## src/rtl/counter_pkg.sv

```systemverilog
// Shared constants and elaboration helpers for the modulo counter and its prescaler.
package counter_pkg;

    localparam int unsigned WIDTH_MIN    = 1;
    localparam int unsigned WIDTH_MAX    = 32;
    localparam longint unsigned MODULO_MIN = 64'd2;
    localparam int unsigned PRESCALE_MIN = 1;
    localparam int unsigned PRESCALE_MAX = 65536;

    // Prescaler register width; never narrower than one bit.
    function automatic int unsigned psc_width(input int unsigned prescale);
        int unsigned w;
        w = $clog2(prescale);
        return (w < 1) ? 1 : w;
    endfunction

    function automatic bit params_ok(input int unsigned width,
                                     input longint unsigned modulo,
                                     input int unsigned prescale);
        bit ok;
        ok = 1'b1;
        if (width < WIDTH_MIN || width > WIDTH_MAX) ok = 1'b0;
        if (modulo < MODULO_MIN) ok = 1'b0;
        if (width <= WIDTH_MAX && modulo > (64'd1 << width)) ok = 1'b0;
        if (prescale < PRESCALE_MIN || prescale > PRESCALE_MAX) ok = 1'b0;
        return ok;
    endfunction

endpackage

```

## src/rtl/counter_prescaler.sv

```systemverilog
// Enable prescaler: emits one tick every PRESCALE enabled cycles; restart discards partial counts.
module counter_prescaler
    import counter_pkg::*;
#(
    parameter int unsigned PRESCALE = 2
) (
    input  logic clk,
    input  logic rst,
    input  logic restart_i,
    input  logic en_i,
    output logic tick_c_o
);

    localparam int unsigned PSC_W = psc_width(PRESCALE);
    localparam logic [PSC_W-1:0] PSC_LAST = PSC_W'(PRESCALE - 1);

    logic [PSC_W-1:0] psc_q;
    logic [PSC_W-1:0] psc_d;

    always_comb begin
        psc_d = psc_q;
        if (restart_i) begin
            psc_d = '0;
        end else if (en_i) begin
            psc_d = (psc_q == PSC_LAST) ? '0 : psc_q + PSC_W'(1);
        end
    end

    always_ff @(posedge clk) begin
        if (rst) begin
            psc_q <= '0;
        end else begin
            psc_q <= psc_d;
        end
    end

    assign tick_c_o = en_i && (psc_q == PSC_LAST);

endmodule

```

## src/rtl/counter_mod.sv

```systemverilog
// Parametrised modulo up/down counter with clear, clamped load, prescaler, tc and wrap pulse.
// Define COUNTER_MOD_SATURATE_EN to saturate at the terminal value instead of wrapping.
module counter_mod
    import counter_pkg::*;
#(
    parameter int unsigned     WIDTH    = 8,
    parameter longint unsigned MODULO   = 64'd1 << WIDTH,
    parameter int unsigned     PRESCALE = 1
) (
    input  logic             clk,
    input  logic             rst,
    input  logic             clr_i,
    input  logic             en_i,
    input  logic             up_i,
    input  logic             load_i,
    input  logic [WIDTH-1:0] load_val_i,
    output logic [WIDTH-1:0] count_o,
    output logic             tc_c_o,
    output logic             wrap_o
);

    // Computed in 64 bits so MODULO == 2**WIDTH gives an all-ones terminal value.
    localparam logic [WIDTH-1:0] MAX_VAL = WIDTH'(MODULO - 64'd1);

    if (!params_ok(WIDTH, MODULO, PRESCALE)) begin : g_bad_params
        $error("counter_mod: illegal WIDTH/MODULO/PRESCALE combination");
    end

    logic             tick_c;
    logic [WIDTH-1:0] count_q;
    logic [WIDTH-1:0] count_d;
    logic             wrap_q;
    logic             wrap_d;
    logic [WIDTH-1:0] load_clamped_c;

    if (PRESCALE == 1) begin : g_no_psc
        assign tick_c = en_i;
    end else begin : g_psc
        counter_prescaler #(
            .PRESCALE (PRESCALE)
        ) u_psc (
            .clk       (clk),
            .rst       (rst),
            .restart_i (clr_i | load_i),
            .en_i      (en_i),
            .tick_c_o  (tick_c)
        );
    end

    assign load_clamped_c = (load_val_i > MAX_VAL) ? MAX_VAL : load_val_i;

    // Priority: clr > load > step; rst handled in the register.
    always_comb begin
        count_d = count_q;
        wrap_d  = 1'b0;
        if (clr_i) begin
            count_d = '0;
        end else if (load_i) begin
            count_d = load_clamped_c;
        end else if (tick_c) begin
            if (up_i) begin
                if (count_q == MAX_VAL) begin
`ifdef COUNTER_MOD_SATURATE_EN
                    count_d = count_q;
`else
                    count_d = '0;
`endif
                    wrap_d  = 1'b1;
                end else begin
                    count_d = count_q + WIDTH'(1);
                end
            end else begin
                if (count_q == '0) begin
`ifdef COUNTER_MOD_SATURATE_EN
                    count_d = count_q;
`else
                    count_d = MAX_VAL;
`endif
                    wrap_d  = 1'b1;
                end else begin
                    count_d = count_q - WIDTH'(1);
                end
            end
        end
    end

    always_ff @(posedge clk) begin
        if (rst) begin
            count_q <= '0;
            wrap_q  <= 1'b0;
        end else begin
            count_q <= count_d;
            wrap_q  <= wrap_d;
        end
    end

    assign count_o = count_q;
    assign wrap_o  = wrap_q;
    assign tc_c_o  = up_i ? (count_q == MAX_VAL) : (count_q == '0);

endmodule

```

## config.mk

```make
export PLATFORM = sky130hd
export DESIGN_NAME = counter_mod
export DESIGN_NICKNAME = d
export VERILOG_FILES = /design/src/rtl/counter_pkg.sv /design/src/rtl/counter_prescaler.sv /design/src/rtl/counter_mod.sv
export SDC_FILE = /design/constraint.sdc
export NUM_CORES = 1
export LEC_CHECK = 0
export CORE_MARGIN = 2
export CORE_UTILIZATION = 42
export DETAILED_ROUTE_END_ITERATION = 16
export GPL_ROUTABILITY_DRIVEN = 0
export GPL_TIMING_DRIVEN = 0
export PLACE_DENSITY = 0.81
export SLEW_MARGIN = 20
export SYNTH_ARGS = -nofsm -noshare
export SYNTH_HDL_FRONTEND = slang
export SYNTH_SLANG_ARGS = --single-unit
```

## constraint.sdc

```tcl
create_clock -name clk -period 1.7 [get_ports clk]
set_clock_uncertainty 0.15 [all_clocks]
set_input_delay 0.34 -clock clk [delete_from_list [all_inputs] [get_ports clk]]
set_output_delay 0.34 -clock clk [all_outputs]
set_load 0.02 [all_outputs]
```

== Word level (Yosys, flattened, before mapping) ==
Cells that the tools add are included.
W data, S select, Z words.

* Register bits: 9
* Output and inout bits: 10
* Logic and storage cells: 21

* $add $sub $neg: 2
* Magnitude comparators: 1
* Eq/ne operators: 1
* Muxes and demuxes: 10
* Bitwise logic cells: 1
* Reductions and logical operators: 4

{| class="wikitable"
|+ Operators with widths
! operator !! count
|-
| $mux W8 || 6
|-
| $add A8 B1 Y8 const B || 1
|-
| $eq A8 B8 Y1 const B || 1
|-
| $gt A8 B8 Y1 const B || 1
|-
| $logic_not A8 Y1 || 1
|-
| $sub A8 B1 Y8 const B || 1
|-
| $mux W1 || 4
|-
| $reduce_or A4 Y1 || 1
|-
| $reduce_bool A2 Y1 || 1
|-
| $reduce_or A2 Y1 || 1
|-
| $not A1 Y1 || 1
|}

== Logic depth before layout (Yosys ltp) ==
Gate-level depths: netlist of run 1.

* Depth after elaboration: 5
* Gate-level depth with buffers: 6

== Worst setup path before layout of run 1 ==
Ideal clock, no wire load.

* Kind: flip-flop to output port
* Start: reg count_q[5], in the netlist count_o[5]
* End: out tc_c_o
* Arrival time: 1.436 ns
* Required time: 1.210 ns
* Setup slack: -0.226 ns
* Cell stages (with the launch flop): 5
* Cell sequence: dfxtp_1 -> buf_6 -> or3_4 -> or3_1 -> nand2_1

* Word-level cells in the longest chain between the ends: 2
* Elaborated cells between the ends (all ways): 3
* Classes of those cells: 1 x eq/ne; 1 x mux; 1 x reduce/logical

{| class="wikitable"
|+ Ends and longest elaborated chain
! element !! RTL line !! RTL
|-
| from (decl) || counter_mod.sv:30 || <nowiki>logic [WIDTH-1:0] count_q;</nowiki>
|-
| from (signal assigned) || counter_mod.sv:92 || <nowiki>count_q <= count_d;</nowiki>
|-
| $eq A8 B8 Y1 / $logic_not A8 Y1 (equally long branches) || counter_mod.sv:99 || <nowiki>assign tc_c_o = up_i ? (count_q == MAX_VAL) : (count_q == '0);</nowiki>
|-
| $mux W1 (*) || counter_mod.sv:99 ||
|-
| to (decl) || counter_mod.sv:18 || <nowiki>output logic tc_c_o,</nowiki>
|}

Every way passes the cells marked *; elsewhere a longest branch is shown, timed or not.

== Worst setup path after layout of run 1 ==
* Start: reg count_q[4], in the netlist count_o[4]
* End: out tc_c_o

The elaborated chain is that of the path after synthesis.

==> results of run 1 <==
cell usage after synthesis, types with 4 or more instances:
master / n
dfxtp_1: 9
a21oi_1: 8
nand2_1: 7
nand3_1: 6
inv_1: 5
nor2_1: 5
o211ai_1: 5
clkbuf_1: 4
nor3_1: 4
o21ai_0: 4
worst max-delay path, stage by stage (launching register included):
cell and delay (ns):
dfxtp_4 0.35, or3_4 0.40, or3_4 0.42, nand2_4 0.06, buf_6 0.12
routing by layer:
metal	up-vias	wire length, microns
met2	60	1480
met1	478	1140
li1	484	-
met3	13	207
met4	0	100
met5	-	0
worst max path at each step:
| stage | from | to | slack (ns) | depth (start not counted) |
|---|---|---|---|---|
| after floorplan | count_o[5]$_SDFFE_PP0P_ | tc_c_o | -0.11 | 4 |
| after global placement | up_i | tc_c_o | -1.11 | 6 |
| after detailed placement | up_i | tc_c_o | -1.16 | 6 |
| after CTS | count_o[5]$_SDFFE_PP0P_ | tc_c_o | -0.49 | 5 |
| after global routing | count_o[4]$_SDFFE_PP0P_ | tc_c_o | -0.47 | 4 |
| final | count_o[4]$_SDFFE_PP0P_ | tc_c_o | -0.43 | 4 |
cell usage in the layout (no fill, tap or decap), drive strengths merged, types with 2 or more instances in the layout:
cell type      count
nand3b             2
o21ai              4
o211ai             5
ha                 3
nor2               5
nand2b             2
nand4              3
inv                5
dfxtp              9
or3b               3
dlygate4sd2        9
a21oi              8
nand3              6
nand2              7
buf               11
and2               3
o31ai              2
nor3               5
a41o               2
o311ai             3
mux2               2
clkbuf             8
clkdlybuf4s50     12
or3                4
xnor2              3
flip-flops by register name, indices dropped and copies added (netlist names):
register	flops
wrap_o	1
count_o	8
area by class of cell:
| class | count | share of cell area (%) |
|---|---|---|
| repair buffers | 32 | 22.6 |
| clock buffers | 4 | 2.00 |
| inverters | 5 | 1.62 |
| multi-input cells | 88 | 53.6 |
| flip-flops and latches | 9 | 15.1 |
| plain buffers | 5 | 2.47 |
| well taps | 27 | 2.57 |
what timing repair did:
| action | in CTS | in global routing |
|---|---|---|
| buffers inserted | 4 | 5 |
| setup endpoints to repair | 18 | 8 |
| pin swaps | 5 | 11 |
| hold buffers | 0 | 0 |
| resized for setup | 27 | 14 |
logic make-up (layout without fill, tap and decap cells):
kind of cell / count (synthesis) / after routing / synth area share (%)
AO/OA/AOI/OAI: 32 / 32 / 27.1
AND/OR/NAND/NOR: 46 / 46 / 32.4
flip-flops: 9 / 9 / 21.3
XOR/XNOR: 4 / 4 / 4.15
adder cells (fa/ha/maj): 3 / 3 / 4.44
buffers and inverters: 11 / 46 / 6.67
multiplexers: 3 / 3 / 3.85
report_power, final:
part           internal [W]  switching, W
logic              0.000147      0.000148
registers          0.000219     0.0000136
clock network     0.0000915     0.0000958
stage by stage:
step / utilization, % / total power, W
global placement: 59.5 / 0.000464
global route: 68.5 / 0.000750
finish: 68.5 / 0.000715
floorplan: - / 0.000381
CTS: 64.3 / 0.000666
detailed placement: 59.5 / 0.000469
==> results_dict.tcl, run 1 <==
set metrics [dict create \
    placementRows 16 \
    violations "setup timing" \
    synthFlopType "dfxtp_1" \
    dp_hpwl_mm 1.73 \
    place_ws_ns -1.16 \
    crit_type "reg -> out" \
    timing.final.hold_violations 0 \
    yosys_register_bits 9 \
    die_x_microns 48.8 \
    routedWlPerCell_microns 17.2 \
    dieArea_sq_um 2390 \
    grt_pass1_wl_mm 4.41 \
    n_fill_cell 160 \
    hp-class "reg -> reg" \
    hold_start "count_o[6]$_SDFFE_PP0P_" \
    drtAntennaViolNets 0 \
    synth_edf_count 0 \
    clock-sinks 9 \
    grt-ovfl-total 0 \
    max_freq_mhz 470 \
    start_kind "flop" \
    reg2reg_depth 6 \
    coreArea_sq_um 1920 \
    io_buffers 23 \
    netlist_area_sq_um 845 \
    synth.net_count 125 \
    synthArstFlopShare_pct 0 \
    rr_startpoint "count_o[4]$_SDFFE_PP0P_" \
    holdPathStages 2 \
    setup_viol 8 \
    nets 161 \
    fin_tns_setup_ns -0.981 \
    viasPerCell 6.09 \
    stdcell_area_sq_um 1320 \
    yosysWarnings 0 \
    drive_gt1_share_pct 34.3 \
    power.leakage_nw 0.519 \
    grt_usage_pct 24.4 \
    hold_slack_ns 0.423 \
    slew_viol_final 0 \
    use_met3_pct 5.21 \
    cts_buffer_depth 2 \
    fin_crit_sh_pct 125 \
    h-tree-depth 1 \
    die_h_microns 48.8 \
    holdPathEnd "count_o[6]$_SDFFE_PP0P_" \
    numPlacedInstances 158 \
    yosys-top-cells-area "dfxtp_1, a21oi_1, ha_1" \
    synth.top_cell.area_share_pct 21.3 \
    r2r_setup_slack_ns -0.16 \
    clockRootBuffer "clkbuf_4" \
    antenna_found_initial 0 \
    multi_input_area_sq_um 706 \
    cts_inserted_buffers 3 \
    setup_slack_ns -0.428 \
    cp-end-kind "output pin" \
    synth_top_area_cell "dfxtp_1" \
    drcViolationCount 0 \
    grt_max_degree 11 \
    dpl_cell_area_sq_um 1140 \
    first_iter_violations 40 \
    yosysSeqAreaShare_pct 21.3 \
    worst_pin_slew_ns 0.402 \
    grt_util_met2_pct 42.2 \
    vias 1035 \
    timing.slew.headroom_pct 72.9 \
    rsz0062_at_grt "true" \
    wirelength_mm 2.92 \
    clock_latency_ns 0.29 \
    status "complete, but fails checks" \
    grt_pass1_vias 919 \
    power_density_nw_per_um2 543 \
    cts_tree "done" \
    fin_cells 170 \
    drv_cap 0 \
    path_max_fanout 4 \
    start_util_pct 43.9 \
    required_ns 1.21 \
    dr.pass1.iters 4 \
    syn2layout_area_growth_pct 55.9 \
    ir_drop_mv 0.418 \
    n_antenna_cell 0 \
    seq_area_sq_um 199 \
    ios 24 \
    grt-busiest-layer "met2" \
    synth.distinct_cells 44 \
    synth_area_per_cell_sq_um 7.82 \
    worst_r2r_endpoint "count_o[2]$_SDFFE_PP0P_" \
    finalCriticalPeriod_ns 2.13 \
    netlist_instances 108 \
    grt.met1_usage_pct 28.7 \
    clk_pin_slew_ns 0.07 \
    worstPathArrival_ns 1.64 \
]
Note: power is estimated with default switching activity, not from simulation.
==> run 2, diff against run 1 <==
--- a/config.mk
+++ b/config.mk
@@ -5,12 +5,13 @@
 export SDC_FILE = /design/constraint.sdc
 export NUM_CORES = 1
 export LEC_CHECK = 0
+export CELL_PAD_IN_SITES_DETAIL_PLACEMENT = 1
+export CELL_PAD_IN_SITES_GLOBAL_PLACEMENT = 2
 export CORE_MARGIN = 2
-export CORE_UTILIZATION = 42
+export CORE_UTILIZATION = 23
 export DETAILED_ROUTE_END_ITERATION = 16
-export GPL_ROUTABILITY_DRIVEN = 0
 export GPL_TIMING_DRIVEN = 0
-export PLACE_DENSITY = 0.81
+export PLACE_DENSITY = 0.79
 export SLEW_MARGIN = 20
 export SYNTH_ARGS = -nofsm -noshare
 export SYNTH_HDL_FRONTEND = slang
==> run 2 against run 1 <==
  * The run still ends with setup timing left
  * Critical path depth grew 1
  * Cell area grew 5.3%
  * Power grew 11%
  * Flip-flop and latch count is the same
  * Setup slack gained 0.016 ns
  * Die area grew 75%
==> results_dict.tcl, run 2 (synthesis gave the netlist of run 1 again) <==
set metrics [dict create \
    status "complete, but fails checks" \
    violations "setup timing" \
    grt-busiest-layer "met2" \
    fin_crit_sh_pct 124 \
    worst_r2r_endpoint "count_o[5]$_SDFFE_PP0P_" \
    crit_chain "buf_6 -> or3_4 -> or3_4 -> nand2_4 -> buf_6" \
    grt_max_degree 11 \
    antenna_found_initial 0 \
    grt.met1_usage_pct 19.5 \
    largest_register_ffs 8 \
    die_x_microns 64.6 \
    grt_util_met2_pct 25.0 \
    cts_buffer_depth 2 \
    holdBufCountCts 0 \
    fin_tns_setup_ns -1.34 \
    power.leakage_nw 0.535 \
    setup_slack_ns -0.412 \
    grt_pass1_wl_mm 4.88 \
    drv_cap 0 \
    clockRootBuffer "clkbuf_8" \
    coreArea_sq_um 3610 \
    drive_gt1_share_pct 34.2 \
    drcViolationCount 0 \
    ir_drop_mv 0.237 \
    use_met3_pct 3.47 \
    drtAntennaViolNets 0 \
    gp_congestion 0.827 \
    syn2layout_area_growth_pct 64.1 \
    worstPathArrival_ns 1.62 \
    die_h_microns 64.6 \
    hold_start "count_o[6]$_SDFFE_PP0P_" \
    r2r_setup_slack_ns -0.30 \
    rsz0062_at_grt "true" \
    viasPerCell 5.17 \
    h-tree-depth 1 \
    n_antenna_cell 0 \
    max_stage_delay_ns 0.42 \
    dpl_cell_area_sq_um 1170 \
    cts_tree "done" \
    stdcell_area_sq_um 1390 \
    seq_area_sq_um 195 \
    grt_usage_pct 15.2 \
    cp-end-kind "output pin" \
    worst_pin_slew_ns 0.434 \
    final_common_cell "clkdlybuf4s50_1" \
    power_w 0.000795 \
    placementRows 22 \
    wirelength_mm 3.14 \
    rr_startpoint "count_o[5]$_SDFFE_PP0P_" \
    grt-ovfl-total 0 \
    setup_viol 7 \
    final_cell_mix "clkdlybuf4s50_1, dlygate4sd2_1, a21oi_1, buf_4" \
    place_ws_ns -1.22 \
    routedWlPerCell_microns 16.2 \
    hp-class "reg -> reg" \
    start_kind "flop" \
    n_fill_cell 435 \
    finalCriticalPeriod_ns 2.11 \
    holdPathStages 2 \
    dieArea_sq_um 4170 \
    clock_latency_ns 0.24 \
    vias 1003 \
    holdPathEnd "count_o[6]$_SDFFE_PP0P_" \
    timing.final.hold_violations 0 \
    required_ns 1.21 \
    dp_hpwl_mm 2.14 \
    timing.slew.headroom_pct 71.1 \
    slew_viol_final 0 \
    path_max_fanout 2 \
    dr.pass1.iters 4 \
    multi_input_area_sq_um 692 \
    crit_slowest_cell "or3_4" \
    start_util_pct 23.4 \
    ios 24 \
    first_iter_violations 19 \
    io_buffers 23 \
    nets 164 \
    crit_type "reg -> out" \
    crit_family "simple AND/OR/NAND/NOR gates" \
    power_density_nw_per_um2 573 \
    path_buf_inv 2 \
    max_freq_mhz 473 \
    hold_slack_ns 0.464 \
    clk_pin_slew_ns 0.05 \
    grt_pass1_vias 980 \
    cts_inserted_buffers 3 \
    clock-sinks 9 \
    reg2reg_depth 8 \
]
[run 2: changes by cell type in the layout (fill, tap and decap cells not counted), sizes merged]
cell,previous run,this run
buf,11,14
clkdlybuf4s50,12,13
dlymetal6s2s,1,0
[run 2: what timing repair did]
| item | CTS | global route |
|---|---|---|
| pin swaps | 4 | 12 |
| buffers inserted | 4 | 7 |
| endpoints found under the setup margin | 17 | 8 |
| gates resized for setup | 29 | 12 |
[run 2: tightest hold or removal path: cells and delay by family, from the launching register on]
kind	cells	cell delay, ns
AO/OA/AOI/OAI	1	0.06
XOR/XNOR	1	0.17
flip-flops	1	0.34
[run 2: cell type report]
class	count	area share (%)
Tap cell	48	4.33
Inverter	5	1.53
Multi-Input combinational cell	88	49.9
Sequential cell	9	14.1
Timing Repair Buffer	34	22.7
Clock buffer	4	3.25
Buffer	6	4.24
[run 2: worst max-delay path by stage]
stage | startpoint | to | cells after the start
2_1_floorplan | count_o[5]$_SDFFE_PP0P_ | tc_c_o | 4
3_3_place_gp | up_i | tc_c_o | 6
3_5_place_dp | up_i | tc_c_o | 6
4_1_cts | count_o[5]$_SDFFE_PP0P_ | tc_c_o | 5
5_1_grt | count_o[0]$_SDFFE_PP0P_ | tc_c_o | 6
6_report | count_o[5]$_SDFFE_PP0P_ | tc_c_o | 5
[run 2: metal layers]
layer | share of wire [%] | wire length, microns | up-vias
li1 | - | - | 486
met1 | 44 | 1380 | 482
met2 | 50 | 1570 | 26
met3 | 3.6 | 113 | 9
met4 | 2.4 | 75 | 0
met5 | 0 | 0 | -
[run 2: power breakdown]
part	internal, W	leakage, nW	switching, W
combinational	0.000148	0.435	0.000143
clock	0.000165	0.0228	0.000103
sequential	0.000220	0.0770	0.0000148
total	0.000533	0.535	0.000261
[run 2: stage by stage]
stage                     cells  utilization [%]
after floorplan             108                -
after global placement      179             32.4
after detailed placement    179             32.4
after CTS                   187             35.8
after global routing        194             38.4
final                       194             38.4
